==> src/rtl/enemy_spawner.sv <==
// Purpose: launches enemy planes into the lowest free slot after a pseudo-random gap, retires hit/edge planes.
// Latency: retirement and launch outputs are registered, visible one clk after the causing inputs.
// Backpressure: with every slot busy the launcher holds in LAUNCH (all_busy=1) until a slot frees up.
module enemy_spawner #(
    parameter int unsigned GAP_UNIT  = 32'd12500000,
    parameter int unsigned JIT_UNIT  = 32'd781250,
    parameter int unsigned X_MIN     = 32'd8,
    parameter logic [15:0] LFSR_SEED = 16'hACE1
) (
    input  logic       clk,
    input  logic       reset_n,
    input  logic       game_en,
    input  logic [1:0] spawn_rate,
    input  logic [9:0] hit,
    input  logic [9:0] touch_edge,
    output logic [9:0] c_en,
    output logic [9:0] des,
    output logic       x_wr_en,
    output logic [3:0] x_wr_slot,
    output logic [7:0] x_wr_val,
    output logic [3:0] escaped_cnt,
    output logic       all_busy
);

    typedef enum logic [1:0] {IDLE, COUNT, LAUNCH} state_t;

    state_t      state;
    logic [9:0]  active;
    logic [15:0] lfsr;
    logic [31:0] gap_cnt;
    logic [31:0] gap;
    logic [9:0]  free_mask;
    logic [9:0]  retire_mask;
    logic [9:0]  escape_mask;
    logic [9:0]  launch_mask;
    logic        any_free;
    logic        do_launch;
    logic [3:0]  free_idx;
    logic [3:0]  esc_add;
    logic [4:0]  esc_sum;

    assign c_en = active;

    // Gap is recomputed every cycle but only captured when the counter reloads.
    assign gap = GAP_UNIT * (32'd4 - {30'd0, spawn_rate})
               + {28'd0, lfsr[11:8]} * JIT_UNIT;

    // A slot still showing its des pulse is not free, so it is never relaunched in that cycle.
    assign free_mask   = ~active & ~des;
    assign any_free    = |free_mask;
    assign retire_mask = active & (hit | touch_edge);
    // Hit takes priority: a plane both hit and at the edge does not count as an escape.
    assign escape_mask = active & touch_edge & ~hit;
    assign do_launch   = (state == LAUNCH) && game_en && any_free;
    assign launch_mask = do_launch ? (10'd1 << free_idx) : 10'd0;
    assign esc_sum     = {1'b0, escaped_cnt} + {1'b0, esc_add};

    // Lowest free slot index and number of escapes this cycle.
    always_comb begin
        free_idx = 4'd0;
        esc_add  = 4'd0;
        for (int i = 9; i >= 0; i--) begin
            if (free_mask[i]) begin
                free_idx = 4'(i);
            end
        end
        for (int i = 0; i < 10; i++) begin
            esc_add = esc_add + {3'd0, escape_mask[i]};
        end
    end

    // Free-running Fibonacci LFSR, taps for x^16+x^14+x^13+x^11+1.
    always_ff @(posedge clk) begin
        if (!reset_n) begin
            lfsr <= LFSR_SEED;
        end else begin
            lfsr <= {lfsr[0] ^ lfsr[2] ^ lfsr[3] ^ lfsr[5], lfsr[15:1]};
        end
    end

    // Retirement pulses and saturating escape counter; these run regardless of game_en.
    always_ff @(posedge clk) begin
        if (!reset_n) begin
            des         <= 10'd0;
            escaped_cnt <= 4'd0;
        end else begin
            des         <= retire_mask;
            escaped_cnt <= esc_sum[4] ? 4'hF : esc_sum[3:0];
        end
    end

    // Launch FSM; also owns the active register since launch and retirement both modify it.
    always_ff @(posedge clk) begin
        if (!reset_n) begin
            state     <= IDLE;
            active    <= 10'd0;
            gap_cnt   <= 32'd0;
            x_wr_en   <= 1'b0;
            x_wr_slot <= 4'd0;
            x_wr_val  <= 8'd0;
            all_busy  <= 1'b0;
        end else begin
            active   <= (active & ~retire_mask) | launch_mask;
            x_wr_en  <= 1'b0;
            all_busy <= 1'b0;
            if (!game_en) begin
                state <= IDLE;
            end else begin
                case (state)
                    IDLE: begin
                        gap_cnt <= gap;
                        state   <= COUNT;
                    end
                    COUNT: begin
                        // The edge that brings the count to zero also enters LAUNCH.
                        if (gap_cnt <= 32'd1) begin
                            gap_cnt <= 32'd0;
                            state   <= LAUNCH;
                        end else begin
                            gap_cnt <= gap_cnt - 32'd1;
                        end
                    end
                    LAUNCH: begin
                        if (any_free) begin
                            x_wr_en   <= 1'b1;
                            x_wr_slot <= free_idx;
                            x_wr_val  <= 8'(X_MIN) + {1'b0, lfsr[6:0]};
                            gap_cnt   <= gap;
                            state     <= COUNT;
                        end else begin
                            all_busy <= 1'b1;
                        end
                    end
                    default: state <= IDLE;
                endcase
            end
        end
    end

endmodule

==> config.mk <==
export PLATFORM = sky130hd
export DESIGN_NAME = enemy_spawner
export DESIGN_NICKNAME = d
export VERILOG_FILES = /design/src/rtl/enemy_spawner.sv
export SDC_FILE = /design/constraint.sdc
export NUM_CORES = 1
export LEC_CHECK = 0
export BUFFER_PORTS_ARGS = -buffer_cell sky130_fd_sc_hd__buf_2
export CAP_MARGIN = 40
export CORE_AREA = 2 2 120 146
export DETAILED_ROUTE_END_ITERATION = 10
export DIE_AREA = 0 0 122 148
export PLACE_DENSITY = 0.62
export REMOVE_ABC_BUFFERS = 1
export SLEW_MARGIN = 20
export SYNTH_ARGS = -nofsm -noshare
export SYNTH_HDL_FRONTEND = slang
export SYNTH_SLANG_ARGS = --single-unit
==> constraint.sdc <==
create_clock -name clk -period 5.7 [get_ports clk]
set_input_delay 0.57 -clock clk [delete_from_list [all_inputs] [get_ports clk]]
set_output_delay 0.57 -clock clk [all_outputs]
set_load 0.02 [all_outputs]
; Yosys cells after proc, flatten, opt, wreduce, memory -nomap -nowiden
; Index checks and enable logic that the tools add are counted.
; Widths: inputs -> output; s select.
[totals]
regBits = 88
output_inout_bits = 38
wordCells = 76
[op_classes]
add_sub_neg = 14
n_mul = 2
n_lt_le_gt_ge = 1
eq_ne = 4
shift = 1
mux = 20
bitwise_logic = 14
n_reduce_logical = 10
[ops]
columns = cell, count
row1 = $pmux 32 s3, 1
row2 = $mux 32, 2
row3 = $and 10x10->10, 5
row4 = $mux 4, 11
row5 = $not 10->10, 4
row6 = $add 32x24->32, 1
row7 = $le 32x1->1 const B, 1
row8 = $mul 19x32->27 const A, 1
row9 = $sub 32x1->32 const B, 1
row10 = $add 4x1->4, 6
row11 = $mul 4x19->23 const B, 1
row12 = $or 10x10->10, 2
row13 = $mux 10, 1
row14 = $reduce_or 10->1, 1
row15 = $shl 1x4->10 const A, 1
row16 = $reduce_and 3->1, 3
row17 = $add 4x7->8 const A, 1
row18 = $pmux 2 s3, 1
row19 = $add 4x4->5, 1
row20 = $add 3x1->4, 1
row21 = $mux 2, 2
row22 = $ne 2x2->1 const B, 2
row23 = $reduce_and 2->1, 2
row24 = $sub 3x2->4 const A, 1
row25 = other kinds (9), 13

; Longest topological paths before layout
; Gate-level depths: netlist of the first run.
[logic_depth]
depth_word = 15
mapped_depth = 22

; Least setup slack after synthesis of the first run
; Ideal clock, no wire load.
[synth_timing]
path_type = reg-to-reg
from = reg lfsr[10]
to = reg gap_cnt[25]
setup_ns = 0.127
arrival_time_ns = 4.743
t_required_ns = 5.573
path_slack_ns = 0.830
stages_incl_launch_ff = 19
cell_sequence = dfxtp_1 fa_1 inv_1 fa_1 inv_1 fa_1 nand3_1 a21oi_1 o21ai_0 nor2b_1 xnor2_1 ha_1 a2111oi_0 o21ai_0 a311oi_1 o211ai_1 a31oi_1 nor4_1 or3_1
[synth_between]
elab_chain_cells = 4
[synth_lines]
columns = element, line_no
row1 = "start, declared", 29  ; logic [15:0] lfsr;
row2 = "start signal, assigned", 77  ; lfsr <= {lfsr[0] ^ lfsr[2] ^ lfsr[3] ^ lfsr[5], lfsr[15:1]};
row3 = $mul 4x19->23 (*), 46  ; + {28'd0, lfsr[11:8]} * JIT_UNIT;
row4 = $add 32x24->32 (*), 46
row5 = $mux 32, 124  ; if (any_free) begin
row6 = $pmux 32 s3 (*), 109  ; case (state)
row7 = "end signal, assigned", 111  ; gap_cnt <= gap;
row8 = "end signal, assigned", 120  ; gap_cnt <= gap_cnt - 32'd1;
row9 = "end signal, assigned", 128  ; gap_cnt <= gap;
row10 = "end, declared", 30  ; logic [31:0] gap_cnt;
; Mark *: on every way between the ends. The rest lies on a longest branch, timed or not. The select of a mux whose other input is x is not followed.
; A chain may end at the register's enable or synchronous reset.

; Worst setup path after layout of the first run
[layout_timing]
from = reg lfsr[9]
to = reg gap_cnt[25]
; Same word-level chain as after synthesis.

==> results of run 1 <==
==> cells in the mapped netlist (all sizes together) (4+ instances only) <==
library cell,count,area (um^2)
nor2,109,409
dfxtp,88,1760
nand2,80,300
ha,72,901
a21oi,51,255
o21ai,46,230
inv,36,135
nor3,27,135
clkbuf,23,86.3
xor2,22,193
xnor2,21,184
o22ai,17,106
fa,16,320
a21o,14,105
and2,13,81.3
and3,13,81.3
a22oi,12,90.1
or3,12,75.1
nand2b,11,68.8
nand3,11,55.1
nor4,11,105
nand3b,10,75.1
a211oi,9,67.6
o211ai,8,60.1
o32ai,8,70.1
or2,8,50.1
a31oi,7,43.8
nor2b,7,43.8
buf,6,27.5
or4,6,56.3
nand4,5,31.3
o31ai,5,37.5
o21a,4,30.0
o21bai,4,30.0
==> area by class of cell <==
type / count / area, um^2
Fill cell: 1704 / 9030
Multi-Input combinational cell: 684 / 4720
Sequential cell: 88 / 1760
Timing Repair Buffer: 74 / 397
Tap cell: 216 / 270
Clock buffer: 12 / 236
Inverter: 36 / 135
Clock inverter: 3 / 43.8
==> path summary, 6_finish.rpt <==
path	end	slack, ns	cells after the start
setup / recovery	gap_cnt[25]	0.42	20
hold / removal	lfsr[6]	0.40	1
hold reg to reg	lfsr[6]	0.40	1
setup reg to reg	gap_cnt[25]	0.42	20
==> kinds of logic (layout without fill, tap and decap cells) <==
logic type,Yosys count,in the layout,synth area share [%]
AO/OA/AOI/OAI,217,217,21.1
XOR/XNOR,43,43,5.60
adder cells (fa/ha/maj),88,88,18.2
buffers and inverters,65,125,3.70
flip-flops,88,88,26.2
other,1,3,0.0558
AND/OR/NAND/NOR,333,333,25.1
==> metal layers <==
layer | vias to the layer above | part of all wire [%] | wire (um)
li1 | 3132 | - | -
met1 | 2898 | 46 | 7900
met2 | 137 | 49 | 8430
met3 | 19 | 4.0 | 691
met4 | 0 | 1.7 | 287
met5 | - | 0 | 0
==> critical path, stage by stage (launching register included) <==
cell and delay (ns):
dfxtp_1 0.37, fa_1 0.67, inv_1 0.09, fa_1 0.47, inv_1 0.15, fa_1 0.24
nand3_1 0.10, a21oi_1 0.35, o21ai_1 0.15, a211oi_1 0.32, nor3_1 0.12, or3_1 0.37
xnor2_1 0.16, ha_1 0.41, inv_1 0.08, o21bai_1 0.18, nand2_1 0.09, o211ai_1 0.18
a31o_2 0.24, o22ai_1 0.06, or3_1 0.37
==> timing repair <==
| action | 4_1_cts | 5_1_grt |
|---|---|---|
| gates resized for setup | 0 | 1 |
| setup endpoints to repair | 0 | 3 |
| hold endpoints to repair | 0 | 0 |
==> state kept, by name, indices dropped and copies added (netlist names) <==
signal / count
state: 2
lfsr: 16
all_busy: 1
escaped_cnt: 4
x_wr_en: 1
gap_cnt: 32
x_wr_slot: 4
des: 10
c_en: 10
x_wr_val: 8
==> power breakdown <==
| group | total [mW] | leakage, nW | internal [mW] | switching [mW] |
|---|---|---|---|---|
| Clock | 0.577 | 0.137 | 0.338 | 0.239 |
| Combinational | 1.39 | 2.50 | 0.581 | 0.813 |
| Sequential | 0.748 | 0.718 | 0.677 | 0.0711 |
| Total | 2.72 | 3.36 | 1.60 | 1.12 |
==> stage by stage <==
stage | hold WS (ns) | utilization, %
floorplan | 0.386 | -
global placement | 0.392 | 43.8
detailed placement | 0.392 | 43.9
CTS | 0.408 | 45.6
global route | 0.449 | 45.6
finish | 0.404 | 45.6
==> results.toml, run 1 <==
[floorplanning]
die_width_um = 122
coreArea_um2 = 16600
die_h_um = 148
start_util_pct = 40.5
num_rows = 52
dieArea_um2 = 18100
ioPinCount = 63

[logic_synthesis]
yosysUniqueCellTypes = 68
ys_seq_elements = 88
synth_edf_count = 0
synth_warnings = 0
postSynthAreaPerCell_um2 = 8.05
synth_area_um2 = 6720
ys.flop_type = "dfxtp_1"
ys_seq_area_share_pct = 26.2
syn_inst = 835
synthArstFlopShare_pct = 0

[pwr]
p_leak_nw = 3.36
ir_drop_v = 0.000156
total_power_mw = 2.72
p_per_area_nw_per_um2 = 360

[route]
ant_nets = 0
first_pass_iters = 5
via_per_inst = 5.56
via_count = 6186
drc = 0
wirelength_um = 17300
wire_per_inst_um = 15.5
drt-initial-drc-count = 304

[grt]
antenna_found_initial = 0
grt_pass1_vias = 5862
grt_use_met3_pct = 2.04
met2_usage_pct = 34.2
track_usage_pct = 19.6
grt_max_degree = 48
grt_remaining_overflow = 0
grt_util_met1_pct = 24.9
grt_most_used_layer = "met2"
grt_pass1_wl_um = 28700

[timing]
tns_ns = 0
fin_crit_sh_pct = 92.6
worstMarginPinSlew_ns = 0.755
worst_slack_ns = 0.422
relSlewSlack_pct = 49.1
finalCriticalPeriod_ns = 5.28
hold_violations = 0
setup_viol = 0
fin_skew_ns = 0.00776
fmax_mhz = 189
rsz0062_at_grt = "no"
drv_slew = 0

[final_layout]
n_antenna_cell = 0
drive_gt1_share_pct = 11.8
final_cells = 1113
layout_commonest_cell = "nor2_1"
nets = 1006
area_growth_pct = 12.5
final_area_um2 = 7560
mostFrequentLayoutCells = "nor2_1 (109), dfxtp_1 (88), nand2_1 (80)"

[placement]
placed_cell_area_um2 = 7280
numPortBuffers = 62
place_hpwl_um = 13300
placed_cells = 1098
pre_cts_ws_ns = 0.309
place.gp.congestion = 0.943

[worst_setup_path]
crit_path_max_fanout = 7
crit_start = "lfsr[9]"
path_class = "reg2reg"
critPathRequiredTime_ns = 5.93
end_kind = "flop"
arrival_ns = 5.50
start_kind = "flop"
r2r_start = "lfsr[9]"

[clock_network]
cts-root-buf = "clkbuf_16"
cts.path.max_buffers = 2
cts_setup_buffers = 0
clk_latency_ns = 0.34
cts_tree = "yes"
hold_buffers = 0
cts.sinks = 88
path_clk_slew_ns = 0.06
htreeDepth = 3
numCtsBuffers = 9

[hold_path]
hp-class = "reg2reg"
hold_start = "lfsr[7]"

[run_status]
outcome = "finished, final reports clean"

[job]
cap_violations = 0
Power figures use the tool's default switching activity.
==> run 2, diff against run 1 <==
--- a/config.mk
+++ b/config.mk
@@ -10,6 +10,7 @@
 export CORE_AREA = 2 2 120 146
 export DETAILED_ROUTE_END_ITERATION = 10
 export DIE_AREA = 0 0 122 148
+export GPL_TIMING_DRIVEN = 0
 export PLACE_DENSITY = 0.62
 export REMOVE_ABC_BUFFERS = 1
 export SLEW_MARGIN = 20
==> run 2 against run 1 <==
Against the previous run: sequential power about the same; largest cell class unchanged; non-clock buffer count decreased by 5; final area increased by 0.78%; critical endpoint is now gap_cnt[28].
==> results.toml, run 2 (synthesized netlist as in run 1, its figures left out) <==
[route]
wire_per_inst_um = 15.2
via_per_inst = 5.52
first_pass_iters = 5
drc = 0
drt-initial-drc-count = 291
via_count = 6120
ant_nets = 0
wirelength_um = 16800

[grt]
grt_max_degree = 48
grt_pass1_vias = 5923
grt_pass1_wl_um = 28400
grt_remaining_overflow = 0
antenna_found_initial = 0
track_usage_pct = 19.3

[clock_network]
numCtsBuffers = 9
path_clk_slew_ns = 0.06
hold_buffers = 0
clk_latency_ns = 0.34
cts.path.max_buffers = 2
htreeDepth = 3
cts.sinks = 88
cts-root-buf = "clkbuf_16"
cts_tree = "yes"

[pwr]
combPwrFrac_pct = 50.8
pwr-share-seq_pct = 27.8
clkPwrFrac_pct = 21.4
ir_drop_v = 0.000170
p_switching_mw = 1.09
p_per_area_nw_per_um2 = 354
p_leak_nw = 3.36
switching_share_pct = 40.3
cell_internal_pwr_mw = 1.61

[timing]
fmax_mhz = 187
drv_slew = 0
setup_viol = 0
relSlewSlack_pct = 44.7
worstMarginPinSlew_ns = 0.829
hold_ws_ns = 0.408
worst_slack_ns = 0.351
fin_skew_ns = 0.00663
rsz0062_at_grt = "yes"
hold_violations = 0
finalCriticalPeriod_ns = 5.35
fin_crit_sh_pct = 93.8

[placement]
placed_cell_area_um2 = 7250
pre_cts_ws_ns = -0.182
place.gp.congestion = 0.849
numPortBuffers = 62
place_hpwl_um = 12700
placed_cells = 1089

[hold_path]
holdPathEnd = "lfsr[11]"
min_path_cells = 1
hold_start = "lfsr[12]"
hp-class = "reg2reg"

[floorplanning]
num_rows = 52
coreArea_um2 = 16600
dieArea_um2 = 18100
die_width_um = 122
start_util_pct = 40.5
ioPinCount = 63
die_h_um = 148

[final_layout]
nets = 1001
fillers = 1682
final_util_pct = 45.9
final_cells = 1109
layout_commonest_cell = "nor2_1"
final_area_um2 = 7620
reg.largest.list = "gap_cnt: 32 flops, lfsr: 16 flops"
mostFrequentLayoutCells = "nor2_1 (109), dfxtp_1 (87), nand2_1 (80)"
drive_gt1_share_pct = 12.7
area_growth_pct = 13.4
n_antenna_cell = 0
largest_reg_flops = 32
regMostFlops = "gap_cnt"

[worst_setup_path]
end_kind = "flop"
r2r_start = "lfsr[9]"
r2r-end = "gap_cnt[28]"
crit_path_max_fanout = 9
arrival_ns = 5.57
start_kind = "input pin"
rr_worst_depth = 21
path_class = "in2reg"
reg2reg_slack_ns = 0.42
critPathRequiredTime_ns = 5.92

[run_status]
outcome = "finished, final reports clean"

[job]
cap_violations = 0
## run 2: worst max-delay path, stage by stage
cell	delay (ns)
buf_2	0.22
inv_1	0.18
ha_2	0.51
xor2_2	0.26
nand2_1	0.14
inv_1	0.10
ha_1	0.24
ha_1	0.28
ha_1	0.17
or3_1	0.35
and3_1	0.23
or2_2	0.32
xor2_1	0.15
ha_1	0.40
and3_1	0.22
nand3_1	0.14
nand4b_1	0.27
a31oi_1	0.31
o211ai_1	0.16
xnor2_1	0.22
o22ai_1	0.11
## run 2: how the worst max path moves through the flow
stage	from	end	slack, ns	cells after the start
after floorplan	lfsr[10]	gap_cnt[25]	0.83	18
after global placement	spawn_rate[0]	gap_cnt[28]	-0.24	21
after detailed placement	spawn_rate[0]	gap_cnt[25]	-0.18	18
after CTS	lfsr[10]	gap_cnt[26]	0.14	19
after global routing	lfsr[9]	gap_cnt[27]	-0.01	18
final	spawn_rate[0]	gap_cnt[28]	0.35	21
## run 2: metal layers
metal	vias up	track usage, %	part of all wire (%)
li1	3125	-	-
met5	-	0	0
met1	2845	24.2	46
met2	122	34.3	49
met4	0	5.86	2.1
met3	28	2.01	3.5
## run 2: final cells by class
| class | count | area, um^2 | share of cell area (%) |
|---|---|---|---|
| clock buffer | 12 | 236 | 3.10 |
| timing repair buffer | 69 | 408 | 5.35 |
| inverter | 36 | 135 | 1.77 |
| clock inverter | 4 | 45.0 | 0.591 |
| tap | 216 | 270 | 3.55 |
| sequential | 88 | 1760 | 23.1 |
| multi-input combinational | 684 | 4760 | 62.5 |
## run 2: timing repair
action	in CTS	in global routing
gates resized for setup	1	8
setup endpoints to repair	1	9
buffers inserted	0	2
pin swaps	0	1
## run 2: power groups by stage
stage                     registers [mW]  clock network [mW]  logic [mW]
after floorplan                    0.743                   0        1.06
after global placement             0.762                   0        1.30
after global routing               0.763               0.613        1.56
after detailed placement           0.762                   0        1.31
after CTS                          0.749               0.586        1.33
final                              0.750               0.576        1.37
## run 2: stage by stage
step           TNS, ns  total power, mW
6_report             0             2.70
5_1_grt        -0.0138             2.93
4_1_cts              0             2.66
3_5_place_dp    -0.615             2.08
3_3_place_gp    -0.619             2.06
2_1_floorplan        0             1.80
==> run 3, diff against run 2 <==
--- a/config.mk
+++ b/config.mk
@@ -8,6 +8,7 @@
 export BUFFER_PORTS_ARGS = -buffer_cell sky130_fd_sc_hd__buf_2
 export CAP_MARGIN = 40
 export CORE_AREA = 2 2 120 146
+export CTS_BUF_LIST = sky130_fd_sc_hd__clkbuf_4
 export DETAILED_ROUTE_END_ITERATION = 10
 export DIE_AREA = 0 0 122 148
 export GPL_TIMING_DRIVEN = 0
==> run 3 against run 2 <==
Against the previous run: sequential cell count unchanged; combinational power about the same; count of clock-buffer cells in the layout unchanged; worst setup slack worse by 0.0082 ns; routed wire length down 0.36%; first-iteration DRC count down 2.1%; worst hold slack worse by 0.083 ns; via count down 0.13%; register-to-register slack about the same.
==> results.toml, run 3 (synthesized netlist as in run 1, its figures left out) <==
[timing]
relSlewSlack_pct = 44.1
hold_violations = 0
setup_viol = 0
fmax_mhz = 187
fin_skew_ns = 0.0148
rsz0062_at_grt = "yes"
worst_slack_ns = 0.343
drv_slew = 0
finalCriticalPeriod_ns = 5.36
fin_crit_sh_pct = 94.0
tns_ns = 0
worstMarginPinSlew_ns = 0.838
hold_ws_ns = 0.325

[clock_network]
cts.path.max_buffers = 2
numCtsBuffers = 9
cts_tree = "yes"
clk_latency_ns = 0.44
cts-root-buf = "clkbuf_4"
htreeDepth = 3
cts.sinks = 88
path_clk_slew_ns = 0.14

[route]
wirelength_um = 16800
first_pass_iters = 4
drc = 0
via_count = 6112
ant_nets = 0
via_per_inst = 5.51
drt-initial-drc-count = 285
wire_per_inst_um = 15.1

[final_layout]
drive_gt1_share_pct = 12.9
fillers = 1701
reg.largest.list = "gap_cnt: 32 flops, lfsr: 16 flops"
regMostFlops = "gap_cnt"
final_cells = 1110
area_growth_pct = 10.9
final_util_pct = 44.9
mostFrequentLayoutCells = "nor2_1 (109), dfxtp_1 (86), nand2_1 (80)"
nets = 1001
largest_reg_flops = 32
layout_commonest_cell = "nor2_1"

[job]
cap_violations = 0

[worst_setup_path]
critPathRequiredTime_ns = 6.05
crit_path_max_fanout = 9
path_class = "in2reg"
end_kind = "flop"
arrival_ns = 5.70
reg2reg_slack_ns = 0.42
start_kind = "input pin"

[grt]
grt_pass1_vias = 5862
track_usage_pct = 19.1
antenna_found_initial = 1
grt_remaining_overflow = 0
grt_max_degree = 48
grt_pass1_wl_um = 28200

[floorplanning]
ioPinCount = 63
num_rows = 52
dieArea_um2 = 18100
start_util_pct = 40.5
die_width_um = 122
die_h_um = 148
coreArea_um2 = 16600

[placement]
placed_cells = 1089
numPortBuffers = 62
place.gp.congestion = 0.849
place_hpwl_um = 12700
pre_cts_ws_ns = -0.182

[run_status]
outcome = "finished, final reports clean"

[pwr]
p_leak_nw = 3.30
ir_drop_v = 0.000163
p_per_area_nw_per_um2 = 331

[hold_path]
hp-class = "in2reg"
## run 3: worst max-delay path, cell delays in order
cell,delay [ns]
buf_2,0.21
inv_1,0.17
ha_2,0.49
xor2_1,0.39
nand2_1,0.17
inv_1,0.11
ha_1,0.25
ha_1,0.28
ha_1,0.17
or3_1,0.35
and3_1,0.23
or2_2,0.32
xor2_1,0.15
ha_1,0.41
and3_1,0.22
nand3_1,0.13
nand4b_1,0.27
a31oi_1,0.31
o211ai_1,0.16
xnor2_1,0.22
o22ai_1,0.11
## run 3: what timing repair did
action / in CTS / in global routing
endpoints found under the hold margin: 0 / 0
gates resized for setup: 0 / 7
buffers inserted: 0 / 2
setup endpoints to repair: 0 / 11
hold buffers: 0 / 0
## run 3: worst paths after layout
path	cells past startpoint	start	to
min reg2reg	1	lfsr[12]	lfsr[11]
min	2	hit[3]	c_en[3]
max	21	spawn_rate[0]	gap_cnt[28]
max reg2reg	21	lfsr[9]	gap_cnt[28]
## run 3: layer usage
layer	wire (um)	global-route usage [%]	vias up
met5	0	0	-
met1	7640	24.2	2850
met2	8250	34.0	116
li1	-	-	3131
met3	645	2.35	15
met4	214	4.66	0
## run 3: metrics by stage
step	total power, mW	area, um^2
2_1_floorplan	1.80	6620
3_3_place_gp	2.06	7200
3_5_place_dp	2.08	7250
4_1_cts	2.44	7390
5_1_grt	2.70	7460
6_report	2.47	7460
## run 3: final cells by class
type                    count  area, um^2  share of cell area (%)
well taps                 216         270                    3.62
flip-flops and latches     88        1760                    23.7
clock buffers              12        90.1                    1.21
diodes                      1        2.50                  0.0336
multi-input cells         684        4740                    63.6
repair buffers             69         408                    5.47
clock inverters             4        45.0                   0.604
inverters                  36         135                    1.81
## run 3: where the power goes
part / internal, mW / total (mW) / switching, mW
sequential: 0.677 / 0.749 / 0.0726
clock: 0.147 / 0.357 / 0.210
combinational: 0.591 / 1.36 / 0.773
total: 1.42 / 2.47 / 1.06
